[config.mk]
export PLATFORM = sky130hd
export DESIGN_NAME = adsr_env_ctrl
export DESIGN_NICKNAME = d
export VERILOG_FILES = /design/src/rtl/adsr_pkg.sv /design/src/rtl/adsr_ramp_step.sv /design/src/rtl/adsr_env_ctrl.sv
export SDC_FILE = /design/constraint.sdc
export NUM_CORES = 1
export LEC_CHECK = 0
export BUFFER_PORTS_ARGS = -buffer_cell sky130_fd_sc_hd__buf_2
export CORE_ASPECT_RATIO = 1.25
export CORE_MARGIN = 8
export CORE_UTILIZATION = 40
export DETAILED_ROUTE_END_ITERATION = 7
export GPL_TIMING_DRIVEN = 0
export PLACE_DENSITY = 0.7
export SYNTH_ARGS = -nofsm -noshare
export SYNTH_HDL_FRONTEND = slang
export SYNTH_SLANG_ARGS = --single-unit
export TNS_END_PERCENT = 30
[constraint.sdc]
create_clock -name clk -period 5.4 [get_ports clk]
set_clock_uncertainty 0.1 [all_clocks]
set_input_delay 0 -clock clk [delete_from_list [all_inputs] [get_ports clk]]
set_output_delay 0 -clock clk [all_outputs]
set_load 0.02 [all_outputs]
[src/rtl/adsr_pkg.sv]
// Shared constants and phase encoding for the adsr envelope controller.
package adsr_pkg;

   localparam int                GAIN_W   = 16;
   localparam logic [GAIN_W-1:0] GAIN_MAX = 16'h7FFF;

   typedef enum logic [2:0] {
      PH_IDLE    = 3'd0,
      PH_ATTACK  = 3'd1,
      PH_DECAY   = 3'd2,
      PH_SUSTAIN = 3'd3,
      PH_RELEASE = 3'd4
   } phase_t;

   function automatic logic [GAIN_W-1:0] clamp_gain(input logic [GAIN_W-1:0] v);
      return (v > GAIN_MAX) ? GAIN_MAX : v;
   endfunction

endpackage

[src/rtl/adsr_ramp_step.sv]
// Combinational saturating step of the envelope gain toward a bound, up or down.
// A zero step, overshoot, or borrow lands exactly on the bound and flags it reached.
module adsr_ramp_step
   import adsr_pkg::*;
(
   input  logic [GAIN_W-1:0] i_gain,
   input  logic [GAIN_W-1:0] i_step,
   input  logic [GAIN_W-1:0] i_bound,
   input  logic              i_dir_up,
   output logic [GAIN_W-1:0] o_gain_nxt,
   output logic              o_reached
);

   logic [GAIN_W:0] w_sum;
   logic [GAIN_W:0] w_diff;

   assign w_sum  = {1'b0, i_gain} + {1'b0, i_step};
   assign w_diff = {1'b0, i_gain} - {1'b0, i_step};

   always_comb begin
      o_gain_nxt = i_gain;
      o_reached  = 1'b0;
      if (i_dir_up) begin
         if ((i_step == '0) || (w_sum >= {1'b0, i_bound})) begin
            o_gain_nxt = i_bound;
            o_reached  = 1'b1;
         end else begin
            o_gain_nxt = w_sum[GAIN_W-1:0];
         end
      end else begin
         // w_diff[GAIN_W] is the borrow: the step overshot below zero
         if ((i_step == '0) || w_diff[GAIN_W] || (w_diff[GAIN_W-1:0] <= i_bound)) begin
            o_gain_nxt = i_bound;
            o_reached  = 1'b1;
         end else begin
            o_gain_nxt = w_diff[GAIN_W-1:0];
         end
      end
   end

endmodule

[src/rtl/adsr_env_ctrl.sv]
// ADSR envelope sequencer: one gain step per sample strobe, config shadowed at note start.
// Optional exponential release tail when ADSR_ENV_CTRL_EXP_RELEASE_EN is defined.
//
// state      | meaning
// PH_IDLE    | no note; gain held at 0
// PH_ATTACK  | ramp up by attack step toward GAIN_MAX
// PH_DECAY   | ramp down by decay step toward sustain level
// PH_SUSTAIN | hold gain while gate stays high
// PH_RELEASE | ramp down toward 0, then back to idle with note_done
module adsr_env_ctrl
   import adsr_pkg::*;
(
   input  logic              clk,
   input  logic              reset,
   input  logic              in_ready,
   input  logic              gate,
   input  logic              note_start,
   input  logic [GAIN_W-1:0] attack_step,
   input  logic [GAIN_W-1:0] decay_step,
   input  logic [GAIN_W-1:0] sustain_level,
   input  logic [GAIN_W-1:0] release_step,
   output logic [GAIN_W-1:0] gain,
   output logic              gain_valid,
   output logic [2:0]        phase,
   output logic              note_done
);

   phase_t            r_phase;
   logic [GAIN_W-1:0] r_gain;
   logic              r_valid;
   logic              r_done;
   logic [GAIN_W-1:0] r_att;
   logic [GAIN_W-1:0] r_dec;
   logic [GAIN_W-1:0] r_sus;
   logic [GAIN_W-1:0] r_rel;

   phase_t            w_phase_nxt;
   logic [GAIN_W-1:0] w_gain_nxt;
   logic              w_valid_nxt;
   logic              w_done_nxt;
   logic              w_start;
   logic [GAIN_W-1:0] w_rel_step;
   logic [GAIN_W-1:0] w_step;
   logic [GAIN_W-1:0] w_bound;
   logic              w_dir_up;
   logic [GAIN_W-1:0] w_ramp_gain;
   logic              w_ramp_reached;

   assign w_start = note_start & gate;

`ifdef ADSR_ENV_CTRL_EXP_RELEASE_EN
   logic [GAIN_W-1:0] w_shifted;
   logic              w_unused_rel;

   // A floor of 1 guarantees the tail still reaches 0
   assign w_shifted    = r_gain >> r_rel[3:0];
   assign w_rel_step   = (w_shifted == '0) ? {{(GAIN_W-1){1'b0}}, 1'b1} : w_shifted;
   assign w_unused_rel = ^r_rel[GAIN_W-1:4];
`else
   assign w_rel_step = r_rel;
`endif

   always_comb begin
      w_dir_up = 1'b0;
      w_step   = w_rel_step;
      w_bound  = '0;
      case (r_phase)
         PH_ATTACK: begin
            w_dir_up = 1'b1;
            w_step   = r_att;
            w_bound  = GAIN_MAX;
         end
         PH_DECAY: begin
            w_step  = r_dec;
            w_bound = r_sus;
         end
         default: ;
      endcase
   end

   adsr_ramp_step u_ramp (
      .i_gain     (r_gain),
      .i_step     (w_step),
      .i_bound    (w_bound),
      .i_dir_up   (w_dir_up),
      .o_gain_nxt (w_ramp_gain),
      .o_reached  (w_ramp_reached)
   );

   always_comb begin
      w_phase_nxt = r_phase;
      w_gain_nxt  = r_gain;
      w_valid_nxt = 1'b0;
      w_done_nxt  = 1'b0;
      if (w_start) begin
         // Legato: keep the current gain, the coincident tick is swallowed
         w_phase_nxt = PH_ATTACK;
      end else if (in_ready) begin
         w_valid_nxt = 1'b1;
         case (r_phase)
            PH_IDLE: begin
               w_gain_nxt = '0;
            end
            PH_ATTACK: begin
               if (!gate) begin
                  w_phase_nxt = PH_RELEASE;
               end else begin
                  w_gain_nxt = w_ramp_gain;
                  if (w_ramp_reached) w_phase_nxt = PH_DECAY;
               end
            end
            PH_DECAY: begin
               if (!gate) begin
                  w_phase_nxt = PH_RELEASE;
               end else begin
                  w_gain_nxt = w_ramp_gain;
                  if (w_ramp_reached) w_phase_nxt = PH_SUSTAIN;
               end
            end
            PH_SUSTAIN: begin
               if (!gate) w_phase_nxt = PH_RELEASE;
            end
            PH_RELEASE: begin
               w_gain_nxt = w_ramp_gain;
               if (w_ramp_reached) begin
                  w_phase_nxt = PH_IDLE;
                  w_done_nxt  = 1'b1;
               end
            end
            default: begin
               w_phase_nxt = PH_IDLE;
               w_gain_nxt  = '0;
            end
         endcase
      end
   end

   always_ff @(posedge clk or negedge reset) begin
      if (!reset) begin
         r_phase <= PH_IDLE;
         r_gain  <= '0;
         r_valid <= 1'b0;
         r_done  <= 1'b0;
      end else begin
         r_phase <= w_phase_nxt;
         r_gain  <= w_gain_nxt;
         r_valid <= w_valid_nxt;
         r_done  <= w_done_nxt;
      end
   end

   always_ff @(posedge clk or negedge reset) begin
      if (!reset) begin
         r_att <= '0;
         r_dec <= '0;
         r_sus <= '0;
         r_rel <= '0;
      end else if (w_start) begin
         r_att <= attack_step;
         r_dec <= decay_step;
         r_sus <= clamp_gain(sustain_level);
         r_rel <= release_step;
      end
   end

   assign gain       = r_gain;
   assign gain_valid = r_valid;
   assign phase      = 3'(r_phase);
   assign note_done  = r_done;

endmodule

==> results by group <==
Synthesis
  – Synthesized flop and latch total: 85
  – Post-Syn Nets: 887
  – EDFF count, synth: 0
  – Synth Warn #: 0
  – Syn Inst Count: 751
  – Syn_area_per_cell: approximately 8.9 µm²
  – Most used DFF post-synth: dfrtp_1
  – Asr flop ratio synth: 100%
  – Unique masters post-synth: 68
  – Mapped cell area: 6650 µm²
  – Post-synth top area share: 32.0%
  – Synth top cells by count: nor2_1, dfrtp_1, nand2_1, ha_1, a21oi_1
  – Most common cell in the netlist: nor2_1
  – Synth area leaders: dfrtp_1, ha_1, mux2_2
  – Seq/Total Area, Yosys: 32.0%
  – Yosys top cell by area: dfrtp_1

Routing
  – 1st-iter DRT viols: 419
  – WL final: between 20000 and 25000 µm
  – Routed len/inst: approximately 18 µm
  – Number of detailed-route iterations in the first pass: 4
  – DRT antenna net count: 0
  – Drt drc: 0
  – Vias after detailed routing: 6429
  – Vias per cell: 5.49

CTS
  – CTS Buffer Depth: 2
  – Clk slew on worst S/H paths: 0.06 ns
  – CTS Buf Count: 9
  – CTS tree: done
  – Depth of the CTS H-tree: 3
  – Clock tree root buffer cell: clkbuf_16
  – Clk sink count: 85
  – Clk_lat worst skew: between 0.3 and 0.4 ns

Place
  – IO Port Bufs: 89
  – GPL Wtd Cong: 0.917
  – Hpwl dp: 15600 µm
  – Dpl ws: -1.11 ns

Global routing
  – First-pass GRT wire length: 33800 µm
  – GRT Resource Usage Total: 19.6%
  – Largest net degree at the start of global routing: 54
  – Total grt overflow: 0
  – Initial antenna violation count: 0
  – Vias in the first global route: between 6000 and 7000

Power and ir drop
  – Total power: roughly 0.0067 W
  – PD cells: 739 nW/µm²
  – Worst IR Drop VDD: ~300 µV
  – Leak: ~4.0 nW

Setup path
  – Critical path's top delay family: compound AO/OA/AOI/OAI gates
  – WP data arrival: 5.50 ns
  – Startpoint Class: register
  – Worst path required time: 5.55 ns
  – CP max-delay cell: dfrtp_2
  – Crit path kind: reg -> reg
  – R2R setup slack: between 0.05 and 0.06 ns
  – Buf/Inv on CP: 4
  – Critical path peak fanout: 8
  – Worst path max stage delay: 0.51 ns
  – CP Capture Type: register

STA
  – Min Tclk post-route: ~5.3 ns
  – RSZ-0062 raised after global routing: yes
  – # setup viols final: 0
  – Final worst-path setup slack: ~0.052 ns
  – Final hold viol count: 0
  – Slew HR: approximately 56%
  – Final period utilization: 99.0%
  – Fin. max-slew vios: 0
  – Fmax: 187 MHz
  – Worst-Margin Slew: 0.653 ns

Finish
  – N_diodes: 0
  – Area growth, synth to finish: 36.0%
  – Share of cells above drive strength 1: 28.1%
  – Post-layout nets: 1086

Die
  – Cell Rows: 52
  – IO Count: 90
  – Die width: 131 µm
  – Initial core utilization: ~41%
  – Height of the die: 160 µm
  – DIE AREA: 21000 µm²
  – Core Area: 16300 µm²

Status
  – Status: complete, no violations

Hold path
  – HP Class: in -> async

Flow run
  – MaxCap Viol Count: 0
-- report_power, final --
| group | leakage (nW) | internal (W) | switching [W] | total, W |
|---|---|---|---|---|
| Clock | 0.153 | 0.000406 | 0.000263 | 0.000669 |
| Sequential | 1.03 | 0.000757 | 0.000135 | 0.000892 |
| Combinational | 2.86 | 0.00218 | 0.00295 | 0.00512 |
-- routing by layer --
metal / vias up / part of all wire [%] / track usage (%)
met3: 47 / 4.0 / 3.17
li1: 3091 / - / -
met5: - / 0 / 0
met1: 3088 / 40 / 22.0
met2: 203 / 53 / 36.1
met4: 0 / 3.2 / 7.80
-- placed cells by master (no fill, tap or decap), types with 5 or more instances in the layout --
| cell type | instances |
|---|---|
| a21o_1 | 7 |
| a21oi_1 | 54 |
| a21oi_2 | 6 |
| a22o_1 | 5 |
| a32o_1 | 8 |
| buf_2 | 93 |
| buf_4 | 26 |
| buf_6 | 15 |
| clkbuf_1 | 21 |
| clkbuf_16 | 9 |
| dfrtp_1 | 84 |
| dlygate4sd3_1 | 72 |
| ha_1 | 59 |
| inv_1 | 33 |
| inv_2 | 5 |
| mux2_2 | 48 |
| nand2_1 | 73 |
| nand2b_1 | 21 |
| nand4_1 | 11 |
| nor2_1 | 87 |
| nor2_2 | 5 |
| nor3_1 | 5 |
| o211ai_1 | 18 |
| o21ai_0 | 32 |
| o221ai_1 | 7 |
| o221ai_2 | 6 |
| o22ai_1 | 5 |
| xnor2_1 | 22 |
-- state kept, by name, indices dropped and copies added, names as in the netlist --
signal / flops
gain: 16
gain_valid: 1
note_done: 1
phase: 3
r_att: 16
r_dec: 16
r_rel: 16
r_sus: 16
-- area by class of cell --
class / count / area (µm²)
Timing Repair Buffer: 188 / 1400
Clock buffer: 10 / 229
Buffer: 45 / 312
Fill cell: 1420 / 7220
Sequential cell: 85 / 2130
Inverter: 39 / 149
Clock inverter: 6 / 86.3
Tap cell: 216 / 270
Multi-Input combinational cell: 582 / 4470
-- path summary, 6_finish.rpt --
| check | cells past startpoint | endpoint | start |
|---|---|---|---|
| worst max-delay path | 25 | phase[2] | phase[2] |
| worst min-delay path | 2 | r_dec[9] | reset |
| worst max register to register | 25 | phase[2] | phase[2] |
| worst min register to register | 2 | r_sus[1] | r_sus[1] |
| max in group asynchronous | 3 | phase[2] | reset |
| min in group clk | 4 | r_sus[11] | sustain_level[15] |
-- metrics by stage --
step | instance area, µm² | cells | hold slack (ns) | TNS (ns) | utilization (%)
2_1_floorplan | 6650 | 751 | -0.396 | 0 | -
3_3_place_gp | 7360 | 1056 | 0.131 | -16.91 | 45.3
3_5_place_dp | 7390 | 1057 | -0.103 | -16.78 | 45.5
4_1_cts | 8620 | 1153 | 0.0656 | 0 | 53.0
5_1_grt | 9040 | 1171 | 0.112 | -1.40 | 55.6
6_report | 9040 | 1171 | 0.0605 | 0 | 55.6
-- cell families after synthesis --
| family | synth area share, % |
|---|---|
| multiplexers | 8.96 |
| AND/OR/NAND/NOR | 16.2 |
| XOR/XNOR | 3.69 |
| adder cells (fa/ha/maj) | 13.0 |
| AO/OA/AOI/OAI | 20.4 |
| flip-flops | 32.0 |
| buffers and inverters | 5.82 |
-- repair_timing --
item / CTS / global route
hold buffers: 72 / 0
endpoints found under the hold margin: 152 / 0
gates cloned: 0 / 2
pin swaps: 12 / 36
gates resized for setup: 37 / 68
setup buffers: 8 / 16
setup endpoints to repair: 20 / 20
No activity file was read; power rests on OpenSTA's default activity.
